[src/rtl/pc_sequencer_pkg.sv]
// Shared front-end constants for the next-PC sequencer.
// Address width, reset vector and FSM state encodings.
package pc_sequencer_pkg;

    localparam int ADDR_BUS_WIDTH = 32;

    localparam logic [31:0] DEFAULT_RESET_PC = 32'hBFC00000;

    typedef enum logic {
        PC_STATE_RUN  = 1'b0,
        PC_STATE_SLOT = 1'b1
    } pc_state_e;

endpackage

[src/rtl/pc_redirect_sel.sv]
// Combinational next-PC priority mux over exception, mispredict,
// pending redirect, delay-slot target, predictor and sequential PC.
module pc_redirect_sel #(
    parameter int ADDR_WIDTH = 32
) (
    input  logic                  exc_valid,
    input  logic [ADDR_WIDTH-1:0] exc_pc,
    input  logic                  mis_valid,
    input  logic [ADDR_WIDTH-1:0] mis_pc,
    input  logic                  pend_valid,
    input  logic [ADDR_WIDTH-1:0] pend_pc,
    input  logic                  pend_is_exc,
    input  logic                  in_slot,
    input  logic [ADDR_WIDTH-1:0] slot_target,
    input  logic                  bp_taken,
    input  logic [ADDR_WIDTH-1:0] pc,
    output logic [ADDR_WIDTH-1:0] next_pc,
    output logic                  slot_next,
    output logic                  load_slot,
    output logic                  pend_set,
    output logic [ADDR_WIDTH-1:0] pend_pc_new,
    output logic                  pend_exc_new
);

    logic                  redirect_req;
    logic [ADDR_WIDTH-1:0] redir_pc;
    logic [ADDR_WIDTH-1:0] seq_pc;

    assign redirect_req = exc_valid | mis_valid;
    assign redir_pc     = exc_valid ? exc_pc : mis_pc;
    assign seq_pc       = pc + ADDR_WIDTH'(4);

    always_comb begin
        next_pc   = seq_pc;
        slot_next = 1'b0;
        load_slot = 1'b0;
        priority case (1'b1)
            redirect_req: next_pc = redir_pc;
            pend_valid:   next_pc = pend_pc;
            in_slot:      next_pc = slot_target;
            bp_taken: begin
                next_pc   = seq_pc;
                slot_next = 1'b1;
                load_slot = 1'b1;
            end
            default: ;
        endcase
    end

    // A pending exception must not be displaced by a wrong-path mispredict.
    assign pend_set = exc_valid
                    | (mis_valid & ~(pend_valid & pend_is_exc));
    assign pend_pc_new  = redir_pc;
    assign pend_exc_new = exc_valid;

endmodule

[src/rtl/pc_sequencer.sv]
// Front-end next-PC generator: drives the fetch PC, its valid and
// the PC/BP register flush, honouring the branch delay slot.
module pc_sequencer
    import pc_sequencer_pkg::*;
#(
    parameter int                    ADDR_WIDTH = ADDR_BUS_WIDTH,
    parameter logic [ADDR_WIDTH-1:0] RESET_PC   = ADDR_WIDTH'(DEFAULT_RESET_PC)
) (
    input  logic                  clk,
    input  logic                  rst,
    input  logic                  stall,
    input  logic                  exc_valid,
    input  logic [ADDR_WIDTH-1:0] exc_pc,
    input  logic                  mis_valid,
    input  logic [ADDR_WIDTH-1:0] mis_pc,
    input  logic                  bp_taken,
    input  logic [ADDR_WIDTH-1:0] bp_target,
    output logic [ADDR_WIDTH-1:0] pc_out,
    output logic                  pc_valid_out,
    output logic                  flush_out
);

    pc_state_e state_q;
    pc_state_e state_d;

    logic [ADDR_WIDTH-1:0] pc_q;
    logic                  pc_valid_q;
    logic [ADDR_WIDTH-1:0] slot_target;
    logic                  pend_valid;
    logic [ADDR_WIDTH-1:0] pend_pc;
    logic                  pend_is_exc;

    logic [ADDR_WIDTH-1:0] next_pc;
    logic                  slot_next;
    logic                  load_slot;
    logic                  pend_set;
    logic [ADDR_WIDTH-1:0] pend_pc_new;
    logic                  pend_exc_new;
    logic                  advance;

    // The first post-reset cycle presents RESET_PC before advancing.
    assign advance = ~stall & pc_valid_q;

    pc_redirect_sel #(
        .ADDR_WIDTH(ADDR_WIDTH)
    ) u_sel (
        .exc_valid    (exc_valid),
        .exc_pc       (exc_pc),
        .mis_valid    (mis_valid),
        .mis_pc       (mis_pc),
        .pend_valid   (pend_valid),
        .pend_pc      (pend_pc),
        .pend_is_exc  (pend_is_exc),
        .in_slot      (state_q == PC_STATE_SLOT),
        .slot_target  (slot_target),
        .bp_taken     (bp_taken),
        .pc           (pc_q),
        .next_pc      (next_pc),
        .slot_next    (slot_next),
        .load_slot    (load_slot),
        .pend_set     (pend_set),
        .pend_pc_new  (pend_pc_new),
        .pend_exc_new (pend_exc_new)
    );

    always_comb begin
        state_d = state_q;
        if (advance) begin
            state_d = slot_next ? PC_STATE_SLOT : PC_STATE_RUN;
        end
    end

    always_ff @(posedge clk) begin
        if (rst) begin
            state_q <= PC_STATE_RUN;
        end else begin
            state_q <= state_d;
        end
    end

    always_ff @(posedge clk) begin
        if (rst) begin
            pc_q       <= RESET_PC;
            pc_valid_q <= 1'b0;
        end else begin
            pc_valid_q <= 1'b1;
            if (advance) begin
                pc_q <= next_pc;
            end
        end
    end

    always_ff @(posedge clk) begin
        if (rst) begin
            slot_target <= '0;
        end else if (advance && load_slot) begin
            slot_target <= bp_target;
        end
    end

    always_ff @(posedge clk) begin
        if (rst) begin
            pend_valid  <= 1'b0;
            pend_pc     <= '0;
            pend_is_exc <= 1'b0;
        end else if (advance) begin
            pend_valid <= 1'b0;
        end else if (pend_set) begin
            pend_valid  <= 1'b1;
            pend_pc     <= pend_pc_new;
            pend_is_exc <= pend_exc_new;
        end
    end

    assign pc_out       = pc_q;
    assign pc_valid_out = pc_valid_q;
    assign flush_out    = (exc_valid | mis_valid) & ~rst;

endmodule

[config.mk]
export PLATFORM = sky130hd
export DESIGN_NAME = pc_sequencer
export DESIGN_NICKNAME = d
export VERILOG_FILES = /design/src/rtl/pc_sequencer_pkg.sv /design/src/rtl/pc_redirect_sel.sv /design/src/rtl/pc_sequencer.sv
export SDC_FILE = /design/constraint.sdc
export NUM_CORES = 1
export LEC_CHECK = 0
export ABC_AREA = 0
export BUFFER_PORTS_ARGS = -buffer_cell sky130_fd_sc_hd__buf_4
export CAP_MARGIN = 20
export CORE_ASPECT_RATIO = 1.5
export CORE_MARGIN = 2
export CORE_UTILIZATION = 25
export CTS_BUF_LIST = sky130_fd_sc_hd__clkbuf_4 sky130_fd_sc_hd__clkbuf_8 sky130_fd_sc_hd__clkbuf_16
export CTS_CLUSTER_SIZE = 24
export DETAILED_ROUTE_END_ITERATION = 6
export SKIP_CTS_REPAIR_TIMING = 1
export SLEW_MARGIN = 0
export SYNTH_ARGS = -nofsm -noshare
export SYNTH_HDL_FRONTEND = slang
export SYNTH_HIERARCHICAL = 1
export SYNTH_SLANG_ARGS = --single-unit
[constraint.sdc]
create_clock -name clk -period 2.1 [get_ports clk]
set_input_delay 0.315 -clock clk [delete_from_list [all_inputs] [get_ports clk]]
set_output_delay 0.315 -clock clk [all_outputs]
set_load 0.02 [all_outputs]
# Word level (Yosys, flattened, before mapping)
# Cells that the tools add are included.
[op_classes]
addsub = 1
n_mux = 10
bitwise = 10
n_reduce_logical = 3
[ops]
columns = ["operator", "count"]
rows = [
  ["$mux W32", 4],
  ["$add A32 B3 Y32 const B", 1],
  ["$mux W1", 6],
  ["$and A1 B1 Y1", 4],
  ["$not A1 Y1", 4],
  ["$or A1 B1 Y1", 2],
  ["$reduce_and A2 Y1", 1],
  ["$reduce_or A2 Y1", 1],
  ["$logic_and A1 B1 Y1", 1],
]
[totals]
ff_bits = 100
inputBits = 102
output_inout_bits = 34
elab_cells = 31

# Logic depth before layout (Yosys ltp)
# Gate-level depths: netlist (run 1).
[logic_depth]
depth_word = 5
mapped_depth = 10
ltp_nobuf = 8

# Cells and area by module
# Netlist (run 1), hierarchy kept.
[modules_own_cells]
columns = ["module", "instances", "cells_each", "area_per_inst_um2", "seq_area_each_um2"]
rows = [
  ["pc_sequencer", 1, 442, 3580.9, 2001.9],
  ["pc_redirect_sel", 1, 293, 1894.3, 0.0],
]

# Worst setup path after synthesis (run 1)
# No wires, ideal clock.
[synth_timing]
path_type = "register -> register"
start = "reg pc_q[4] (netlist: pc_out[4])"
end = "reg pc_q[31] (netlist: pc_out[31])"
setup_ps = 65
arrival_time_ps = 2335
required_time_ps = 2035
slack_ps = -299
stages_incl_launch_ff = 9
path_buffers = 1
period_less_slack_ps = 2399
path_cell_list = "dfxtp_1 > nand3_4 > or4_1 > buf_2 > or4_4 > o311a_1 > a21oi_1 > nand2_1 > nand3_1"
[synth_between]
elab_chain_cells = 4
[synth_lines]
columns = ["item", "line_no", "rtl"]
rows = [
  ["from (decl)", "pc_sequencer.sv:26", "logic [ADDR_WIDTH-1:0] pc_q;"],
  ["from (signal assigned)", "pc_sequencer.sv:88", "pc_q <= next_pc;"],
  ["$add A32 B3 Y32", "pc_redirect_sel.sv:31", "assign seq_pc = pc + ADDR_WIDTH'(4);"],
  ["$mux W32 (3 in a row)", "pc_redirect_sel.sv:37", "priority case (1'b1)"],
  ["named net next_pc[31]", "pc_sequencer.sv:33", "logic [ADDR_WIDTH-1:0] next_pc;"],
]
# The timed path passes the listed nets, and every way through them passes these cells.
# A chain may end at the register's enable or synchronous reset.

# Worst setup path in the final report (run 1)
[layout_timing]
start = "reg pc_q[10] (netlist: pc_out[10])"
end = "reg pc_q[31] (netlist: pc_out[31])"
# The elaborated chain is that of the path after synthesis.

==> flow_summary.yaml, run 1 <==
final_layout:
  fillers: 2332
  areaGrowthSynthToFinish_pct: 36.3
  multi_input_area_sq_um: 3230
  utilization_pct: 34.5
  regArea_sq_um: 2040
  nets: 987
  layout-drive-gt1-share_pct: 30.8
routing:
  drt_iter0_markers: 362
  routed_wl_um: 19900
  wl_per_cell_um: 17.1
  vias: 5858
  dr.pass1.iters: 5
  antenna_left: 0
  post-route-drc-count: 0
  vias_per_cell: 5.04
critical_path:
  reg2reg_slack_ns: 0.02
  reg2reg_from: "pc_out[10]$_SDFFE_PP0P_"
  crit_start: "pc_out[10]$_SDFFE_PP0P_"
  arrival_ns: 2.37
  path_class: "flop to flop"
  critPathLaunchType: "flop"
  end_kind: "flop"
  worstPathRequired_ns: 2.39
  r2r-end: "pc_out[31]$_SDFFE_PP1P_"
  path_cells: "nand4_1 -> or4_4 -> or4_4 -> o311a_1 -> a21oi_1 -> nand2_1 -> nand3_1"
  reg2reg_depth: 7
  crit_path_max_incr_delay_ns: 0.55
  cp_common_cell: "or4_4"
  crit_slowest_cell: "or4_4"
  cp_max_fo: 2
synthesis:
  synth_enable_flop_cells: 0
  ys_types: 49
  syn_inst: 735
  syn_area_sq_um: 5480
  synthMostInstantiatedCell: "nand2_1"
  synth.largest_area_cell: "dfxtp_1"
  synth_top_cells_by_count: "nand2_1, a21oi_1, dfxtp_1"
  synth_top_area_share_pct: 36.6
  yosysSeqAreaShare_pct: 36.6
  syn_nets: 838
  synth.avg_cell_area_sq_um: 7.45
  synth_warnings: 6
  synthTopCellsByArea: "dfxtp_1, nand2_1, a21oi_1"
  ys_ff_latch: 100
  yosys_most_used_dff: "dfxtp_1"
  async_reset_ff_share_pct: 0
clock_tree:
  cts_buffer_depth: 2
  numClockSinks: 100
  cts_tree: "built"
  clock_latency_ns: 0.36
  cts_buffers: 9
  clockRootBuffer: "clkbuf_16"
  htreeDepth: 3
  path_clk_slew_ns: 0.08
floorplan:
  io_pins: 136
  die_h_um: 185
  start_util_pct: 25.3
  rows: 66
  fp.dieW_um: 125
  core_sq_um: 21600
  dieArea_sq_um: 23100
sta:
  worst_slew_pin_slew_ns: 0.623
  drv_slew: 0
  rsz0062_at_grt: "yes"
  min_period_ns: 2.08
  setup_viol: 0
  finalHoldViolCount: 0
  period_share_pct: 98.8
  finalClockSkew_ns: 0.00785
  clock.fmax_mhz: 482
  hold_slack_ns: 0.198
  slew-limit-headroom_pct: 58.4
power:
  design_power_total_mw: 4.75
  p_per_area_nw_per_um2: 637
  p_leak_nw: 2.94
  irDropWorstVdd_v: 0.000359
placement:
  hpwl_um: 14500
  numPortBuffers: 135
  gp_congestion: 0.875
flow_run:
  cap_viol_max_count: 0
global_route:
  grt_usage_pct: 16.6
  grt_max_degree: 56
  grt_pass1_vias: 5709
  antenna_found_initial: 1
  overflow: 0
  grt_pass1_wl_um: 30300
hold_path:
  whs_path_depth: 3
  min_path_type: "input port to flop"
  min-delay-start: "bp_target[23]"
  min_to: "slot_target[23]$_SDFFE_PP0P_"
outcome:
  status: "finished clean"
power breakdown:
part / internal (mW) / switching (mW)
clock network: 0.945 / 0.811
registers: 1.98 / 0.0712
logic: 0.439 / 0.506
logic make-up (layout without fill, tap and decap cells):
| kind of cell | after synthesis | in the layout | synth area share (%) |
|---|---|---|---|
| AO/OA/AOI/OAI | 209 | 209 | 21.5 |
| XOR/XNOR | 24 | 24 | 3.84 |
| adder cells (fa/ha/maj) | 1 | 1 | 0.228 |
| buffers and inverters | 68 | 222 | 6.08 |
| flip-flops | 100 | 100 | 36.6 |
| multiplexers | 37 | 37 | 7.47 |
| other | 0 | 1 | 0 |
| AND/OR/NAND/NOR | 296 | 296 | 24.3 |
per-stage QoR:
| step | cells | setup WS, ns | setup TNS [ns] | cell area (sq um) |
|---|---|---|---|---|
| after floorplan | 735 | -0.130 | -0.130 | 5530 |
| after global placement | 1145 | 0.0103 | 0 | 7090 |
| after detailed placement | 1145 | 0.00301 | 0 | 7090 |
| after CTS | 1161 | -0.00537 | -0.00537 | 7400 |
| after global routing | 1162 | -0.0942 | -0.130 | 7460 |
| final | 1162 | 0.0249 | 0 | 7460 |
per-layer routing:
metal | GRT usage, % | up-vias | routed length [um]
li1 | - | 2885 | -
met1 | 19.4 | 2706 | 7910
met2 | 29.1 | 225 | 10000
met3 | 1.99 | 42 | 1080
met4 | 9.82 | 0 | 875
met5 | 0 | - | 0
how the worst max path moves through the flow:
stage / endpoint / slack, ns / depth (start not counted)
6_report: pc_out[31]$_SDFFE_PP1P_ / 0.02 / 7
2_1_floorplan: pc_out[31]$_SDFFE_PP1P_ / -0.13 / 8
4_1_cts: pc_out[31]$_SDFFE_PP1P_ / -0.005 / 7
3_5_place_dp: pc_out[31]$_SDFFE_PP1P_ / 0.003 / 7
5_1_grt: pc_out[31]$_SDFFE_PP1P_ / -0.09 / 7
3_3_place_gp: pc_out[31]$_SDFFE_PP1P_ / 0.01 / 7
cell type report:
cell class / instances / share of cell area [%]
repair buffers: 198 / 20.3
multi-input cells: 567 / 43.3
clock buffers: 9 / 3.02
diodes: 1 / 0.0335
well taps: 272 / 4.56
inverters: 8 / 0.402
flip-flops and latches: 100 / 27.3
clock inverters: 7 / 1.11
cells in the final DEF (no fill, tap or decap), types with 2 or more instances in the layout:
cell type,synthesis,final
a221oi_1,14,13
nor3_1,6,6
and3b_1,2,2
nor2_1,37,36
buf_4,12,196
o21ai_0,50,50
mux2_2,31,31
inv_1,7,7
or4_4,1,3
clkinv_4,0,3
o22ai_1,13,13
and3_1,7,7
dfxtp_4,0,9
a21o_1,4,4
buf_12,0,2
o221ai_1,3,3
or3_1,4,4
a221o_1,3,3
dfxtp_2,0,2
nor4_2,0,3
nand3_1,59,59
nand4_1,6,6
mux2i_1,6,6
xnor2_1,12,12
nor2b_1,3,3
nand2_1,153,153
clkbuf_16,0,9
dfxtp_1,100,89
o211ai_1,4,4
a21oi_1,112,112
nor4_4,0,3
xor2_1,12,12
critical path: cells and delay by family, from the launching register on:
family           cells  cell delay, ns
AO/OA/AOI/OAI        2            0.41
flip-flops           1            0.34
AND/OR/NAND/NOR      5            1.27
state kept, by name, summed over array words and instances (netlist names):
register / flops
pc_valid_out: 1
pend_is_exc: 1
pc_out: 32
pend_pc: 32
state_q: 1
pend_valid: 1
slot_target: 32
Power figures use the tool's default switching activity.
==> run 2: changes to the inputs <==
--- a/config.mk
+++ b/config.mk
@@ -9,7 +9,6 @@
 export BUFFER_PORTS_ARGS = -buffer_cell sky130_fd_sc_hd__buf_4
 export CAP_MARGIN = 20
 export CORE_ASPECT_RATIO = 1.5
-export CORE_MARGIN = 2
 export CORE_UTILIZATION = 25
 export CTS_BUF_LIST = sky130_fd_sc_hd__clkbuf_4 sky130_fd_sc_hd__clkbuf_8 sky130_fd_sc_hd__clkbuf_16
 export CTS_CLUSTER_SIZE = 24
==> flow_summary.yaml, run 2 (same netlist as run 1, synthesis figures left out) <==
final_layout:
  layout_commonest_cell: "buf_4"
  antenna_cells: 0
  stdcell_area_sq_um: 7420
  final_cell_mix: "buf_4, nand2_1, a21oi_1, dfxtp_1, nand3_1"
  areaGrowthSynthToFinish_pct: 35.5
  nets: 987
  fin_cells: 1161
  layout-drive-gt1-share_pct: 30.7
power:
  irDropWorstVdd_v: 0.000313
  power.share.clock_pct: 34.8
  intPower_mw: 3.25
  design_power_total_mw: 4.61
  pwr-share-comb_pct: 20.6
  p_leak_nw: 2.90
  power_frac_seq_pct: 44.6
  p_sw_mw: 1.35
  p_sw_share_pct: 29.4
  p_per_area_nw_per_um2: 621
sta:
  min_period_ns: 2.00
  clock.fmax_mhz: 500
  drv_slew: 0
  finalSetupTns_ns: 0
  setup_viol: 0
  worst_slew_pin_slew_ns: 0.667
  period_share_pct: 95.2
  worst_slack_ns: 0.101
  finalClockSkew_ns: 0.00828
  slew-limit-headroom_pct: 55.4
  rsz0062_at_grt: "no"
  finalHoldViolCount: 0
critical_path:
  worstPathRequired_ns: 2.38
  end_kind: "flop"
  reg2reg_from: "pc_out[9]$_SDFFE_PP0P_"
  crit_end: "pc_out[31]$_SDFFE_PP1P_"
  crit_buf_inv: 0
  arrival_ns: 2.28
  cp_common_cell: "or4_4"
  reg2reg_slack_ns: 0.10
  critPathLaunchType: "flop"
  critPathTopFamily: "simple AND/OR/NAND/NOR gates"
  cp.depth: 7
  crit_slowest_cell: "or4_4"
  path_class: "flop to flop"
  r2r-end: "pc_out[31]$_SDFFE_PP1P_"
  path_cells: "nand4_1 -> or4_4 -> or4_4 -> o311a_1 -> a21oi_2 -> nand2_1 -> nand3_1"
  cp_max_fo: 2
  crit_start: "pc_out[9]$_SDFFE_PP0P_"
  crit_path_max_incr_delay_ns: 0.50
  reg2reg_depth: 7
placement:
  placed_cell_area_sq_um: 7110
  gp_congestion: 0.863
  hpwl_um: 14600
  pre_cts_ws_ns: 0.0255
  post-place-cells: 1145
  numPortBuffers: 135
routing:
  vias_per_cell: 5.04
  dr.pass1.iters: 5
  post-route-drc-count: 0
  wl_per_cell_um: 16.9
  vias: 5853
  drt_iter0_markers: 319
  routed_wl_um: 19600
  antenna_left: 0
global_route:
  antenna_found_initial: 0
  grt_max_degree: 66
  grt_pass1_vias: 5476
  grt_usage_pct: 17.5
  grt_pass1_wl_um: 29800
  overflow: 0
flow_run:
  cap_viol_max_count: 0
clock_tree:
  clockRootBuffer: "clkbuf_16"
  path_clk_slew_ns: 0.08
  htreeDepth: 3
  cts_tree: "built"
  cts_buffers: 9
  numClockSinks: 100
  clock_latency_ns: 0.35
  cts_buffer_depth: 2
floorplan:
  core_sq_um: 21600
  rows: 66
  fp.dieW_um: 123
  die_h_um: 183
  io_pins: 136
  start_util_pct: 25.4
  dieArea_sq_um: 22500
hold_path:
  min_path_type: "input port to flop"
outcome:
  status: "finished clean"
==> run 2: cell type report <==
class,count,area [sq um]
Fill cell,2282,14100
Multi-Input combinational cell,567,3200
Clock buffer,10,233
Sequential cell,100,2040
Inverter,8,30.0
Timing Repair Buffer,198,1520
Clock inverter,6,48.8
Tap cell,272,340
==> run 2: power by group through the flow <==
stage	logic [mW]	clock network, mW	registers, mW
after CTS	0.948	1.63	2.05
after global placement	0.939	0	2.10
after floorplan	0.468	0	2.14
after global routing	1.03	1.70	2.07
after detailed placement	0.944	0	2.10
final	0.947	1.60	2.05
==> run 2: worst register-to-register path: stages, from the launching register on <==
cell	delay, ns
dfxtp_4	0.35
nand4_1	0.12
or4_4	0.50
or4_4	0.42
o311a_1	0.31
a21oi_2	0.12
nand2_1	0.05
nand3_1	0.07
==> run 2: per-stage QoR <==
step           hold slack [ns]  utilization (%)
2_1_floorplan            0.431                -
3_3_place_gp             0.440             33.0
3_5_place_dp             0.448             33.0
4_1_cts                  0.202             34.3
5_1_grt                  0.208             34.4
6_report                 0.209             34.4
==> run 2: how the worst min path moves through the flow <==
stage	from	endpoint	depth (start not counted)
5_1_grt	bp_target[21]	slot_target[21]$_SDFFE_PP0P_	3
4_1_cts	bp_target[13]	slot_target[13]$_SDFFE_PP0P_	3
3_3_place_gp	slot_target[16]$_SDFFE_PP0P_	slot_target[16]$_SDFFE_PP0P_	2
6_report	bp_target[23]	slot_target[23]$_SDFFE_PP0P_	3
2_1_floorplan	slot_target[16]$_SDFFE_PP0P_	slot_target[16]$_SDFFE_PP0P_	2
3_5_place_dp	slot_target[16]$_SDFFE_PP0P_	slot_target[16]$_SDFFE_PP0P_	2
==> run 2: routing by layer <==
layer  vias to the layer above  share of wire, %  track usage (%)
li1                       2880                 -                -
met1                      2722                39             19.8
met2                       213                52             31.5
met3                        38               4.8             2.21
met4                         0               4.0             8.78
met5                         -                 0                0
